`src/rtl/ps2_host_tx.sv`:
```
// PS/2 host-to-device transmitter: sends one command byte to the keyboard with the
// request-to-send sequence, driving ps2_clk/ps2_data through open-drain pull-down enables.
module ps2_host_tx #(
  parameter int unsigned INHIBIT_CYCLES = 5000,
  parameter int unsigned TIMEOUT_CYCLES = 750000
) (
  input  logic       sys_clk,
  input  logic       reset,
  input  logic [7:0] tx_data,
  input  logic       tx_start,
  output logic       tx_busy,
  output logic       tx_done,
  output logic       tx_error,
  output logic       rx_inhibit,
  input  logic       ps2_clk,
  input  logic       ps2_data,
  output logic       ps2_clk_oe,
  output logic       ps2_data_oe
);

  localparam int INH_W = $clog2(INHIBIT_CYCLES + 1);
  localparam int TO_W  = $clog2(TIMEOUT_CYCLES + 1);
  localparam logic [INH_W-1:0] INH_LAST = INH_W'(INHIBIT_CYCLES - 1);
  localparam logic [TO_W-1:0]  TO_LAST  = TO_W'(TIMEOUT_CYCLES - 1);

  typedef enum logic [2:0] {
    S_IDLE,
    S_INHIBIT,
    S_START,
    S_SEND,
    S_WAIT_ACK,
    S_WAIT_IDLE
  } state_t;

  state_t           state;
  logic [9:0]       sr;
  logic [3:0]       bit_cnt;
  logic [INH_W-1:0] inh_cnt;
  logic [TO_W-1:0]  to_cnt;
  logic             ack;

  logic clk_meta, clk_s, clk_s_prev;
  logic data_meta, data_s;
  logic fall;

  // NOTE: synchronisers reset to 1 (the idle bus level) so leaving reset never fakes a clock fall.
  always_ff @(posedge sys_clk or posedge reset) begin
    if (reset) begin
      clk_meta   <= 1'b1;
      clk_s      <= 1'b1;
      clk_s_prev <= 1'b1;
      data_meta  <= 1'b1;
      data_s     <= 1'b1;
      fall       <= 1'b0;
    end else begin
      clk_meta   <= ps2_clk;
      clk_s      <= clk_meta;
      clk_s_prev <= clk_s;
      data_meta  <= ps2_data;
      data_s     <= data_meta;
      fall       <= clk_s_prev & ~clk_s;
    end
  end

  assign rx_inhibit = tx_busy;

  always_ff @(posedge sys_clk or posedge reset) begin
    if (reset) begin
      state       <= S_IDLE;
      sr          <= '0;
      bit_cnt     <= '0;
      inh_cnt     <= '0;
      to_cnt      <= '0;
      ack         <= 1'b0;
      tx_busy     <= 1'b0;
      tx_done     <= 1'b0;
      tx_error    <= 1'b0;
      ps2_clk_oe  <= 1'b0;
      ps2_data_oe <= 1'b0;
    end else begin
      tx_done  <= 1'b0;
      tx_error <= 1'b0;
      case (state)
        S_IDLE: begin
          ps2_clk_oe  <= 1'b0;
          ps2_data_oe <= 1'b0;
          if (tx_start) begin
            // Frame shifted out LSB first after the start bit: data, odd parity, stop.
            sr         <= {1'b1, ~^tx_data, tx_data};
            bit_cnt    <= '0;
            inh_cnt    <= '0;
            ack        <= 1'b0;
            ps2_clk_oe <= 1'b1;
            tx_busy    <= 1'b1;
            state      <= S_INHIBIT;
          end
        end

        S_INHIBIT: begin
          if (inh_cnt == INH_LAST) begin
            ps2_data_oe <= 1'b1;
            state       <= S_START;
          end else begin
            inh_cnt <= inh_cnt + INH_W'(1);
          end
        end

        S_START: begin
          ps2_clk_oe <= 1'b0;
          to_cnt     <= '0;
          state      <= S_SEND;
        end

        S_SEND, S_WAIT_ACK, S_WAIT_IDLE: begin
          // A silent or stuck device must not hold the bus forever; this wins over any fall.
          if (to_cnt == TO_LAST) begin
            ps2_clk_oe  <= 1'b0;
            ps2_data_oe <= 1'b0;
            tx_error    <= 1'b1;
            tx_busy     <= 1'b0;
            state       <= S_IDLE;
          end else begin
            to_cnt <= to_cnt + TO_W'(1);
            if (state == S_SEND) begin
              if (fall) begin
                ps2_data_oe <= ~sr[0];
                sr          <= {1'b0, sr[9:1]};
                bit_cnt     <= bit_cnt + 4'd1;
                if (bit_cnt == 4'd9) state <= S_WAIT_ACK;
              end
            end else if (state == S_WAIT_ACK) begin
              if (fall) begin
                ack   <= ~data_s;
                state <= S_WAIT_IDLE;
              end
            end else if (clk_s && data_s) begin
              tx_done  <= ack;
              tx_error <= ~ack;
              tx_busy  <= 1'b0;
              state    <= S_IDLE;
            end
          end
        end

        default: begin
          ps2_clk_oe  <= 1'b0;
          ps2_data_oe <= 1'b0;
          tx_busy     <= 1'b0;
          state       <= S_IDLE;
        end
      endcase
    end
  end

endmodule

```
`config.mk`:
```
export PLATFORM = sky130hd
export DESIGN_NAME = ps2_host_tx
export DESIGN_NICKNAME = d
export VERILOG_FILES = /design/src/rtl/ps2_host_tx.sv
export SDC_FILE = /design/constraint.sdc
export NUM_CORES = 1
export LEC_CHECK = 0
export CAP_MARGIN = 25
export CORE_UTILIZATION = 33
export DETAILED_ROUTE_END_ITERATION = 8
export DONT_BUFFER_PORTS = 1
export GPL_TIMING_DRIVEN = 0
export HOLD_SLACK_MARGIN = 0.02
export PLACE_DENSITY = 0.5
export SYNTH_ARGS = -nofsm -noshare
export SYNTH_HDL_FRONTEND = slang
export SYNTH_SLANG_ARGS = --single-unit
```
`constraint.sdc`:
```
create_clock -name sys_clk -period 2.17 [get_ports sys_clk]
set_clock_uncertainty 0.2 [all_clocks]
set_input_delay 0.434 -clock sys_clk [delete_from_list [all_inputs] [get_ports sys_clk]]
set_output_delay 0.434 -clock sys_clk [all_outputs]
set_load 0.05 [all_outputs]
```
; ---- Word-level counts from Yosys, hierarchy flattened
; Index checks and enable logic that the tools add are counted.
; W data, S select, Z words.
[totals]
ff_bits = 62
latch_bits = 0
mem_bits_rw = 0
mem_bits_ro = 0
in_bits = 13
mem_count = 0
[classes]
n_addsub = 3
n_mul = 0
div_mod_pow = 0
magnitude_cmp = 0
eq_ne = 26
shifts = 0
mux = 55
bitwise = 8
n_reduce_logical = 16
[ops]
columns = cell, n
row1 = $mux W10, 4
row2 = $pmux W20 S2, 1
row3 = $mux W3, 9
row4 = $mux W1, 26
row5 = $mux W13, 2
row6 = $pmux W13 S2, 1
row7 = $add A20 B1 Y20 const B, 1
row8 = $eq A20 B20 Y1 const B, 1
row9 = $mux W20, 1
row10 = $pmux W10 S2, 1
row11 = $ne A2 B2 Y1 const B, 9
row12 = $mux W4, 4
row13 = $ne A3 B3 Y1 const B, 5
row14 = $add A13 B1 Y13 const B, 1
row15 = $eq A13 B13 Y1 const B, 1
row16 = $ne A4 B4 Y1 const B, 3
row17 = $pmux W3 S4, 1
row18 = $reduce_and A6 Y1, 2
row19 = $reduce_and A5 Y1, 2
row20 = $pmux W1 S3, 3
row21 = $pmux W4 S2, 1
row22 = $reduce_xnor A8 Y1, 1
row23 = $not A1 Y1, 7
row24 = $eq A3 B2 Y1 const B, 2
row25 = other kinds (15), 19

; ---- Depth between registers and ports, before layout
; Gate-level depths: netlist of run 1.
[depth]
ltp_word = 6
ltp_mapped = 8
depth_no_buf = 7

; ---- Least setup slack after synthesis of run 1
; Ideal clock, no wire load.
[synth_timing]
kind = register to register
from = register to_cnt[0]
to = register to_cnt[2]
setup_ps = 79
arrival_time_ps = 1998
required_ps = 1891
path_slack_ps = -107
path_stages_with_launch = 8
n_path_buf = 1
synth_period_minus_slack_ps = 2277
path_cell_list = dfrtp_1 -> ha_1 -> nand4_1 -> or4_4 -> o21ai_2 -> buf_4 -> mux2_2 -> mux2i_1
[synth_via]
elab_chain_cells = 3
word_cells_on_any_way = 6
classes_between = add/sub (1) / eq/ne (2) / mux (2) / reduce/logical (1)
[synth_rtl]
columns = item, line
row1 = from (decl), 39  ; logic [TO_W-1:0] to_cnt;
row2 = from (signal assigned), 123  ; to_cnt <= to_cnt + TO_W'(1);
row3 = $add A20 B1 Y20 or $eq A20 B20 Y1 (tied branches), "123, 116"
row4 = $mux W20 or $ne A2 B2 Y1 (tied branches), --
row5 = $pmux W20 S2 or $reduce_and A2 Y1 (tied branches), --
; Several ways; a longest one is shown, not always the timed one. The select of a mux whose other input is x is not followed.
; A chain may end at the register's enable or synchronous reset.

; ---- Worst setup path in the final report of run 1
[layout_timing]
from = register to_cnt[1]
to = register to_cnt[2]
; The elaborated chain is that of the path after synthesis.

==> flow_metrics.py, run 1 <==
metrics = {
    "power": {
        "powerDensity_mw_per_mm2": 998,
        "p_leak_uw": 0.00173,
        "peakVddDrop_mv": 0.494,
        "total_power_uw": 4200,
    },
    "global_routing": {
        "grt_usage": 0.162,
        "grt-ovfl-total": 0,
        "grt_antenna_before_repair": 0,
        "grt_pass1_vias": 2527,
        "grt_max_degree": 63,
        "grt_pass1_wl_mm": 12.8,
    },
    "detailed_routing": {
        "first_iter_violations": 81,
        "post_drt_wl_per_cell_um": 15.4,
        "ant_nets": 0,
        "wl_mm": 7.95,
        "route.detailed.drc": 0,
        "vias_per_cell": 5.21,
        "firstDrtPassIters": 4,
        "vias": 2690,
    },
    "setup_path": {
        "crit_arrival_ns": 2.37,
        "crit_type": "reg2reg",
        "crit_path_end_kind": "register",
        "critPathMaxFanout": 6,
        "worst_setup_path_start_kind": "register",
        "cp_data_required_time_ns": 2.24,
    },
    "timing": {
        "min_period_over_period": 1.06,
        "rsz0062_at_grt": "true",
        "fmax_mhz": 434,
        "hold_viol_final": 0,
        "relSlewSlack": 0.474,
        "worstMarginPinSlew_ns": 0.790,
        "setup_violations": 22,
        "period_needed_ns": 2.31,
        "final_max_slew_viol_count": 0,
        "fin_ws_ns": -0.136,
    },
    "worst_hold_path": {
        "hold_path.class": "in2reg",
    },
    "die": {
        "initial_core_util": 0.339,
        "die_x_um": 102,
        "io_pins": 19,
        "die_h_um": 102,
        "core_mm2": 0.00968,
        "die_area_mm2": 0.0103,
        "row_count": 36,
    },
    "layout": {
        "fin_util": 0.435,
        "num-fill-cells": 937,
        "postLayoutCellArea_mm2": 0.00421,
        "syn2layout_area_growth_pct": 28.3,
        "layout-drive-gt1-share": 0.295,
        "num_antenna_cells": 0,
        "nets": 395,
    },
    "clocking": {
        "htreeDepth": 3,
        "clk_path_buf_depth": 2,
        "path_clk_slew_ns": 0.08,
        "tritoncts": "yes",
        "cts_buffers": 9,
        "clock-sinks": 62,
        "cts_root_buffer": "clkbuf_8",
        "clk_latency_ns": 0.34,
    },
    "yosys": {
        "syn_avg_cell_area_um2": 9.86,
        "synthCells": 333,
        "syn_nets": 350,
        "yosysSeqAreaShare": 0.475,
        "ys_types": 66,
        "synth_top_flop_cell": "dfrtp_1",
        "ys_ff_latch": 62,
        "synthArstFlopShare": 1.00,
        "synth-edff-count": 0,
        "syn_area_mm2": 0.00328,
        "yosys_warnings": 0,
    },
    "place": {
        "hpwlAfterDp_mm": 5.06,
        "portBuffers": 0,
        "place_area_mm2": 0.00346,
        "globalplace.congestion": 0.817,
    },
    "status": {
        "violations": "negative setup slack",
        "status": "finished with violations",
    },
    "flow_run": {
        "maxCapViolations": 0,
    },
}
cell usage in the layout, fill, tap and decap left out, drive strengths merged, types with 6 or more instances in the layout:
cell and count:
dfrtp 57, and3 6, clkbuf 19, a21oi 16, nor3 9, mux2i 13, buf 37, o21ai 20
nand3 18, xnor2 15, inv 7, nand2 46, nor2 20, nand4 8
logic make-up (layout without fill, tap and decap cells):
kind of cell             count (synthesis)  after routing  share of synthesized area
adder cells (fa/ha/maj)                  4              4                     0.0153
flip-flops                              62             62                      0.475
multiplexers                            15             15                     0.0465
buffers and inverters                   21             70                     0.0294
AND/OR/NAND/NOR                        141            142                      0.232
XOR/XNOR                                16             16                     0.0427
AO/OA/AOI/OAI                           74             74                      0.160
synth_stat cells, types with 2 or more instances:
cell type / count / area (µm²)
nand3_1: 17 / 85.1
nor2b_1: 4 / 25.0
and2_1: 2 / 12.5
o22a_1: 4 / 35.0
nor4_1: 3 / 18.8
nand2b_1: 2 / 12.5
nor2_2: 2 / 12.5
nand2_1: 44 / 165
a31oi_1: 3 / 18.8
nor3_1: 9 / 45.0
buf_2: 2 / 10.0
o21ai_0: 16 / 80.1
o21ai_1: 2 / 10.0
xnor2_1: 15 / 131
or4_1: 4 / 30.0
clkbuf_1: 8 / 30.0
and3_1: 6 / 37.5
o31ai_1: 4 / 30.0
nor4b_1: 2 / 17.5
buf_4: 2 / 15.0
and4_1: 5 / 43.8
o22ai_1: 2 / 12.5
ha_1: 4 / 50.1
nor2_1: 18 / 67.6
dfstp_2: 5 / 131
nand4_1: 8 / 50.1
a21oi_1: 15 / 75.1
inv_1: 7 / 26.3
a211oi_1: 4 / 30.0
o31a_1: 2 / 17.5
o21a_1: 5 / 37.5
nand4b_1: 2 / 17.5
or3_1: 4 / 25.0
dfrtp_1: 57 / 1430
mux2i_1: 13 / 130
routing by layer:
layer	routed length, µm	vias to the layer above	part of all wire	track usage
met5	0	-	0	0
met2	3530	42	0.44	0.241
met3	207	8	0.026	0.0345
li1	-	1319	-	-
met4	96	0	0.012	0.0524
met1	4110	1321	0.52	0.235
where the power goes:
group          switching (µW)  leakage (µW)  internal, µW
clock                     455     0.0000861           441
sequential                247      0.000793          1370
combinational             900      0.000851           791
final cells by class:
type | count | area [µm²] | share of cell area
Clock inverter | 4 | 22.5 | 0.00535
Inverter | 7 | 28.8 | 0.00684
Multi-Input combinational cell | 251 | 1910 | 0.453
Timing Repair Buffer | 35 | 297 | 0.0704
Buffer | 12 | 83.8 | 0.0199
Tap cell | 133 | 166 | 0.0395
Sequential cell | 62 | 1560 | 0.371
Clock buffer | 12 | 145 | 0.0345
worst paths after layout:
kind                       startpoint         end  slack [ns]  cells after the start
max                         to_cnt[1]   to_cnt[2]       -0.14                      7
min                        tx_data[7]       sr[7]         0.1                      1
max reg2reg                 to_cnt[1]   to_cnt[2]       -0.14                      7
min reg2reg                  clk_meta       clk_s        0.16                      0
max in group asynchronous       reset    state[2]        0.68                      2
min in group asynchronous       reset  to_cnt[19]        0.54                      2
what timing repair did:
action / CTS / global route
hold endpoints to repair: 59 / 0
endpoints found under the setup margin: 49 / 46
pin swaps: 15 / 26
hold buffers: 3 / 0
gates resized for setup: 35 / 36
buffers inserted: 10 / 22
cloned: 1 / 0
sequential cells by signal, summed over array words and instances, names as in the netlist:
name,cells
to_cnt,20
inh_cnt,13
sr,10
bit_cnt,4
state,3
ack,1
clk_meta,1
clk_s,1
clk_s_prev,1
data_meta,1
data_s,1
fall,1
ps2_clk_oe,1
ps2_data_oe,1
rx_inhibit,1
tx_done,1
tx_error,1
worst max-delay path: stages (launching register included):
cell and delay, ns:
dfrtp_1 0.41, ha_4 0.17, nand4_1 0.13, or4_4 0.58, o21ai_4 0.18, buf_6 0.15
mux2_4 0.29, mux2i_1 0.12
metrics by stage:
step | hold WS, ns | worst slack, ns | TNS [ns] | std cells
final | 0.0971 | -0.136 | -1.30 | 516
after global routing | 0.102 | -0.201 | -3.71 | 516
after CTS | 0.0896 | -0.189 | -2.93 | 496
after detailed placement | 0.147 | -0.333 | -8.65 | 466
after global placement | 0.146 | -0.903 | -60.48 | 466
after floorplan | 0.145 | -0.0559 | -0.105 | 333
Power figures use the tool's default switching activity.
==> inputs of run 2 (changes only) <==
Settings changed: MAX_ROUTING_LAYER from default to met4.
==> run 2 against run 1 <==
The run still ends with negative setup slack left. Sequential power is essentially flat. Clock power is essentially flat. Clock-buffer cell count is the same. Highest routed layer unchanged.
==> flow_metrics.py, run 2 (synthesized netlist as in run 1, its figures left out) <==
metrics = {
    "global_routing": {
        "grt_antenna_before_repair": 0,
        "grt_usage": 0.167,
        "grt-ovfl-total": 0,
        "grt_pass1_wl_mm": 12.8,
        "grt_max_degree": 63,
        "grt_pass1_vias": 2529,
    },
    "layout": {
        "final_cell_count_no_fill": 516,
        "largest_reg_flops": 20,
        "num_antenna_cells": 0,
        "syn2layout_area_growth_pct": 28.3,
        "layout_commonest_cell": "dfrtp_1",
        "layout_common_cells": "54 x dfrtp_1, 41 x nand2_1, 26 x buf_4, 17 x nor2_1, 15 x xnor2_1",
        "nets": 395,
        "largestRegisters": "to_cnt (20), inh_cnt (13), sr (10)",
        "postLayoutCellArea_mm2": 0.00421,
        "largest_register": "to_cnt",
        "layout-drive-gt1-share": 0.295,
    },
    "die": {
        "die_area_mm2": 0.0103,
        "die_x_um": 102,
        "io_pins": 19,
        "core_mm2": 0.00968,
        "row_count": 36,
        "die_h_um": 102,
        "initial_core_util": 0.339,
    },
    "clocking": {
        "cts_root_buffer": "clkbuf_8",
        "cts_buffers": 9,
        "clk_path_buf_depth": 2,
        "tritoncts": "yes",
        "clk_latency_ns": 0.34,
        "path_clk_slew_ns": 0.08,
        "clock-sinks": 62,
        "htreeDepth": 3,
    },
    "setup_path": {
        "critPathMaxStageDelay_ns": 0.58,
        "cp_data_required_time_ns": 2.24,
        "critPathMaxFanout": 6,
        "cp_top_family": "simple AND/OR/NAND/NOR gates",
        "crit_type": "reg2reg",
        "crit_path_end_kind": "register",
        "slowest_stage": "or4_4",
        "cp_num_buf_inv": 1,
        "crit_arrival_ns": 2.38,
        "worst_setup_path_start_kind": "register",
        "crit_chain": "ha_4 -> nand4_1 -> or4_4 -> o21ai_4 -> buf_6 -> mux2_4 -> mux2i_1",
    },
    "power": {
        "powerDensity_mw_per_mm2": 998,
        "p_leak_uw": 0.00173,
        "peakVddDrop_mv": 0.495,
    },
    "place": {
        "post-place-cells": 466,
        "pre_cts_slack_ns": -0.333,
        "globalplace.congestion": 0.829,
        "hpwlAfterDp_mm": 5.06,
        "place_area_mm2": 0.00346,
        "portBuffers": 0,
    },
    "timing": {
        "final_max_slew_viol_count": 0,
        "hold_viol_final": 0,
        "setup_violations": 23,
        "rsz0062_at_grt": "true",
        "worstMarginPinSlew_ns": 0.813,
        "min_period_over_period": 1.06,
        "relSlewSlack": 0.458,
        "period_needed_ns": 2.31,
        "whs_ns": 0.0963,
        "fmax_mhz": 434,
        "fin_ws_ns": -0.136,
        "fin_setup_tns_ns": -1.34,
    },
    "status": {
        "violations": "negative setup slack",
        "status": "finished with violations",
    },
    "detailed_routing": {
        "vias": 2692,
        "firstDrtPassIters": 5,
        "wl_mm": 7.99,
        "first_iter_violations": 73,
        "vias_per_cell": 5.22,
        "route.detailed.drc": 0,
        "post_drt_wl_per_cell_um": 15.5,
        "ant_nets": 0,
    },
    "worst_hold_path": {
        "hold_path.class": "in2reg",
    },
    "flow_run": {
        "maxCapViolations": 0,
    },
}
[run 2: cell counts in the layout (fill, tap and decap cells not counted)]
Identical to the previous run, type by type.
[run 2: area by class of cell]
| cell class | count | area (µm²) |
|---|---|---|
| Tap cell | 133 | 166 |
| Clock buffer | 12 | 145 |
| Timing Repair Buffer | 35 | 297 |
| Clock inverter | 4 | 22.5 |
| Fill cell | 937 | 5470 |
| Buffer | 12 | 83.8 |
| Multi-Input combinational cell | 251 | 1910 |
| Inverter | 7 | 28.8 |
| Sequential cell | 62 | 1560 |
[run 2: timing repair]
item / 4_1_cts / 5_1_grt
hold buffers: 3 / 0
pin swaps: 15 / 26
setup buffers: 10 / 22
setup endpoints to repair: 49 / 46
endpoints found under the hold margin: 59 / 0
gates cloned: 1 / 0
gates resized for setup: 35 / 36
[run 2: where the power goes]
part	internal (µW)	total (µW)	leakage (µW)	switching [µW]
combinational	791	1690	0.000851	898
sequential	1370	1620	0.000793	247
clock	441	898	0.0000861	458
[run 2: final timing paths]
check                       endpoint        from  slack [ns]  cells after the start
max                        to_cnt[2]   to_cnt[1]       -0.14                      7
min                            sr[7]  tx_data[7]         0.1                      1
max reg2reg                to_cnt[2]   to_cnt[1]       -0.14                      7
min reg2reg                    clk_s    clk_meta        0.16                      0
max in group asynchronous   state[2]       reset        0.66                      2
min in group asynchronous      sr[6]       reset        0.53                      2
[run 2: metrics by stage]
step / total power [µW] / util
global route: 4470 / 0.435
finish: 4200 / 0.435
global placement: 2760 / 0.357
floorplan: 2450 / -
CTS: 3910 / 0.402
detailed placement: 2770 / 0.358
[run 2: metal layers]
metal / vias up / track usage / part of all wire
met5: - / - / 0
met4: 0 / 0.0424 / 0.011
met3: 9 / 0.0386 / 0.029
met2: 40 / 0.241 / 0.44
met1: 1325 / 0.235 / 0.52
li1: 1318 / - / -
